===== src/rtl/operand_entry_fsm.sv =====
// Enter-driven calculator sequencer: captures A, B and opcode, then holds ALU result until the next Enter.
// Latency: Enter edge to state change is 2 cycles, plus DEBOUNCE_CYCLES when built with `DEBOUNCE_EN.
// Backpressure: none; presses act immediately, and Enter held high counts as a single press.
module operand_entry_fsm #(
  parameter int WIDTH           = 16,
  parameter int DEBOUNCE_CYCLES = 16
) (
  input  logic             clk,
  input  logic             reset_n,
  input  logic             enter,
  input  logic [WIDTH-1:0] data_in,
  input  logic [1:0]       op_in,
  output logic [1:0]       c_state,
  output logic [1:0]       OpCode,
  output logic [WIDTH-1:0] operand_a,
  output logic [WIDTH-1:0] operand_b,
  output logic [WIDTH-1:0] result
);

  typedef enum logic [1:0] {
    WAIT_A  = 2'd0,
    WAIT_B  = 2'd1,
    WAIT_OP = 2'd2,
    SHOW    = 2'd3
  } state_t;

  if (DEBOUNCE_CYCLES < 1) begin : g_param_check
    $error("DEBOUNCE_CYCLES must be at least 1");
  end

  state_t           r_state;
  logic [1:0]       r_op;
  logic [WIDTH-1:0] r_a;
  logic [WIDTH-1:0] r_b;
  logic [WIDTH-1:0] r_res;
  logic             r_s1;
  logic             r_s2;
  logic             r_p;
  logic             w_level;
  logic             w_press;
  logic [WIDTH-1:0] w_alu;

  // Enter is asynchronous to clk; two flops before anything looks at it.
  always_ff @(posedge clk or negedge reset_n) begin
    if (!reset_n) begin
      r_s1 <= 1'b0;
      r_s2 <= 1'b0;
    end else begin
      r_s1 <= enter;
      r_s2 <= r_s1;
    end
  end

`ifdef DEBOUNCE_EN
  localparam int             CW   = $clog2(DEBOUNCE_CYCLES + 1);
  localparam logic [CW-1:0]  CMAX = CW'(DEBOUNCE_CYCLES - 1);
  localparam logic [CW-1:0]  CONE = CW'(1);

  logic          r_d;
  logic [CW-1:0] r_cnt;

  // Level only flips after DEBOUNCE_CYCLES straight cycles of disagreement.
  always_ff @(posedge clk or negedge reset_n) begin
    if (!reset_n) begin
      r_d   <= 1'b0;
      r_cnt <= '0;
    end else if (r_s2 == r_d) begin
      r_cnt <= '0;
    end else if (r_cnt == CMAX) begin
      r_d   <= r_s2;
      r_cnt <= '0;
    end else begin
      r_cnt <= r_cnt + CONE;
    end
  end

  assign w_level = r_d;
`else
  assign w_level = r_s2;
`endif

  always_ff @(posedge clk or negedge reset_n) begin
    if (!reset_n) r_p <= 1'b0;
    else          r_p <= w_level;
  end

  assign w_press = w_level & ~r_p;

  always_comb begin
    w_alu = '0;
    case (op_in)
      2'd0:    w_alu = r_a + r_b;
      2'd1:    w_alu = r_a - r_b;
      2'd2:    w_alu = r_a | r_b;
      default: w_alu = r_a & r_b;
    endcase
  end

  always_ff @(posedge clk or negedge reset_n) begin
    if (!reset_n) begin
      r_state <= WAIT_A;
      r_op    <= 2'd0;
      r_a     <= '0;
      r_b     <= '0;
      r_res   <= '0;
    end else if (w_press) begin
      case (r_state)
        WAIT_A: begin
          r_a     <= data_in;
          r_state <= WAIT_B;
        end
        WAIT_B: begin
          r_b     <= data_in;
          r_state <= WAIT_OP;
        end
        WAIT_OP: begin
          r_op    <= op_in;
          r_res   <= w_alu;
          r_state <= SHOW;
        end
        default: begin
          // Opcode stays visible after clearing so the display keeps the last operation.
          r_a     <= '0;
          r_b     <= '0;
          r_res   <= '0;
          r_state <= WAIT_A;
        end
      endcase
    end
  end

  assign c_state   = r_state;
  assign OpCode    = r_op;
  assign operand_a = r_a;
  assign operand_b = r_b;
  assign result    = r_res;

endmodule


===== config.mk =====
export PLATFORM = sky130hd
export DESIGN_NAME = operand_entry_fsm
export DESIGN_NICKNAME = d
export VERILOG_FILES = /design/src/rtl/operand_entry_fsm.sv
export SDC_FILE = /design/constraint.sdc
export NUM_CORES = 1
export LEC_CHECK = 0
export BUFFER_PORTS_ARGS = -buffer_cell sky130_fd_sc_hd__buf_2
export CORE_ASPECT_RATIO = 0.8
export CORE_MARGIN = 8
export CORE_UTILIZATION = 35
export CTS_BUF_LIST = sky130_fd_sc_hd__clkbuf_16
export CTS_CLUSTER_DIAMETER = 40
export DETAILED_ROUTE_END_ITERATION = 8
export SLEW_MARGIN = 20
export SYNTH_ARGS = -nofsm -noshare
export SYNTH_HDL_FRONTEND = slang
export SYNTH_SLANG_ARGS = --single-unit

===== constraint.sdc =====
create_clock -name clk -period 3.8 [get_ports clk]
set_input_delay 0 -clock clk [delete_from_list [all_inputs] [get_ports clk]]
set_output_delay 0 -clock clk [all_outputs]
set_load 0.02 [all_outputs]

==> flow_metrics.tcl <==
set metrics [dict create \
    status "finished, final reports clean" \
    antenna_found_initial 0 \
    cp-end-kind "flop" \
    layout.area.seq_um2 1376 \
    drtPass1Iterations 4 \
    critPathLaunchType "flop" \
    slowest_delay_ns 0.46 \
    final-setup-viol-count 0 \
    io_buffers 72 \
    synth_area_leaders "dfrtp_1 (38%), nand2_1 (10%), o21ai_0 (7.5%), ha_1 (7.3%), xnor2_1 (3.6%)" \
    finClkSkew_ns 0.008178 \
    cts-resized-gates 0 \
    worstSkewPairLatency_ns 0.30 \
    crit_arrival_ns 3.31 \
    post-place-ws_ns 0.6499 \
    syn_to_final_growth_pct 21.01 \
    cp_max_fo 7 \
    drive_gt1_frac 0.1924 \
    wirelength_um 10470 \
    timing.final.ws_setup_ns 0.6540 \
    synthArstFlopShare 1.000 \
    hp-class "in2reg" \
    drv_cap 0 \
    dieHeight_um 107.0 \
    synth.avg_cell_area_um2 8.540 \
    die_width_um 129.7 \
    ys_seq_elements 55 \
    design.core.area_um2 10160 \
    die_area_um2 13880 \
    initial_core_util 0.3565 \
    fillerInstances 1040 \
    synthesis.nets 467 \
    cpMaxStageDelayCell "dfrtp_1" \
    cts_hold_buf 18 \
    min_period_ns 3.146 \
    ant_nets 0 \
    syn_inst 424 \
    wire_per_inst_um 16.38 \
    grt_first_pass_wirelength_um 17250 \
    yosysTopAreaCell "dfrtp_1" \
    cellPowerDensity_nw_per_um2 1020 \
    grt.total_usage 0.1565 \
    clkSinkCount 55 \
    grt_max_degree 56 \
    vdd_drop_max_v 0.0004388 \
    diodes 0 \
    period_share 0.8279 \
    cts_max_path_buffers 2 \
    relSlewSlack 0.3786 \
    power_leakage_nw 2.060 \
    stdcell_area_um2 4382 \
    root_buffer "clkbuf_16" \
    ioPinCount 73 \
    synth_cell_types 54 \
    via_per_inst 4.926 \
    cts_tree "done" \
    fmax_ghz 0.3179 \
    final_hold_viol_count 0 \
    yosys-top-cells-count "nand2_1 (101), dfrtp_1 (55), o21ai_0 (54)" \
    drtIter0Drc 139 \
    crit_chain "nor4_2 -> nor4b_4 -> and2_1 -> a21oi_1 -> xnor2_1 -> ha_1 -> and2_1 -> a311oi_1 -> o221a_2 -> o31ai_1 -> xnor2_1 -> o221ai_2" \
    synth_area_um2 3621 \
    fin_nets 542 \
    yosys.area.top_type_share 0.3801 \
    synth_most_common_cell "nand2_1" \
    num_vias 3148 \
    fin_setup_tns_ns 0 \
    htree_levels 2 \
    clkSlewWorstSetupHoldPaths_ns 0.08 \
    synth-edff-count 0 \
    place_congestion 0.8688 \
    ys_warn_count 0 \
    multiInputGateArea_um2 2096 \
    grt_pass1_vias 3230 \
    dpl_cell_area_um2 4058 \
    critPathKind "reg2reg" \
    yosys_most_used_dff "dfrtp_1" \
    placementRows 33 \
    drc_errors 0 \
    cts_setup_buffers 0 \
    rsz0062_at_grt "no" \
    grt_overflow_total 0 \
    seq_area_frac_synth 0.3801 \
    cts-buffers-inserted 5 \
    worst_pin_slew_ns 0.9299 \
    hpwl_um 8055 \
    maxSlewViolCount 0 \
    total_power_mw 4.470 \
    cp.required_ns 3.97 \
]
worst max-delay path: cells and delay by family, from the launching register on:
| kind | cells | cell delay, ns |
|---|---|---|
| AO/OA/AOI/OAI | 5 | 0.71 |
| XOR/XNOR | 2 | 0.37 |
| adder cells (fa/ha/maj) | 1 | 0.37 |
| flip-flops | 1 | 0.46 |
| AND/OR/NAND/NOR | 4 | 1.11 |
where the power goes:
group          internal [mW]  switching, mW
Sequential             0.796          0.320
Combinational           1.16           1.73
Clock                  0.244          0.221
cells by family after synthesis:
family | share of synthesized area
AOI/OAI and AO/OA | 0.2063
and+or+nand+nor | 0.2028
DFF | 0.3801
muxes | 0.008293
buffers and inverters | 0.04181
adders and majority gates | 0.1030
xor gates and xnor gates | 0.05771
through the flow:
step | utilization | cells | hold WS (ns)
2_1_floorplan | - | 424 | -0.2956
3_3_place_gp | 0.3995 | 614 | 0.1097
3_5_place_dp | 0.3995 | 614 | 0.1102
4_1_cts | 0.4311 | 639 | 0.2036
5_1_grt | 0.4314 | 639 | 0.2216
6_report | 0.4314 | 639 | 0.1946
layout make-up:
class                           count  share of cell area
Clock buffer                        5             0.02856
Clock inverter                      2            0.003712
Inverter                           12             0.01028
Multi-Input combinational cell    334              0.4783
Sequential cell                    55              0.3141
Tap cell                          140             0.03998
Timing Repair Buffer               91              0.1251
final timing paths:
path	from	slack (ns)	cells after the start	to
max in group asynchronous	reset_n	2.92	3	operand_a[8]$_DFFE_PN0P_
worst min-delay path	op_in[1]	0.19	3	result[3]$_DFFE_PN0P_
worst min register to register	r_s1$_DFF_PN0_	0.35	0	r_s2$_DFF_PN0_
min in group asynchronous	reset_n	0.35	3	operand_a[11]$_DFFE_PN0P_
worst max-delay path	operand_b[4]$_DFFE_PN0P_	0.65	12	result[15]$_DFFE_PN0P_
worst max register to register	operand_b[4]$_DFFE_PN0P_	0.65	12	result[15]$_DFFE_PN0P_
cell usage in the layout (no fill, tap or decap), drive strengths merged, types with 9 or more instances in the layout:
cell	n
a21oi	18
buf	73
dfrtp	55
dlygate4sd3	18
ha	21
inv	13
maj3	9
nand2	102
nor2	21
o21ai	60
xnor2	16
routing by layer:
layer  wire length (µm)  track usage  share of wire  vias up
met5                  0            0              0        -
met4                 46      0.02481         0.0044        0
met3                548      0.03224          0.052        4
met2               4523       0.2319           0.43       77
met1               5346       0.2316           0.51     1439
li1                   -            -              -     1628
sequential cells by signal (all words and copies together), names as in the netlist:
signal,cells
r_s1,1
operand_a,16
c_state,2
result,16
r_p,1
r_s2,1
OpCode,2
operand_b,16
(Power assumes the default switching activity.)
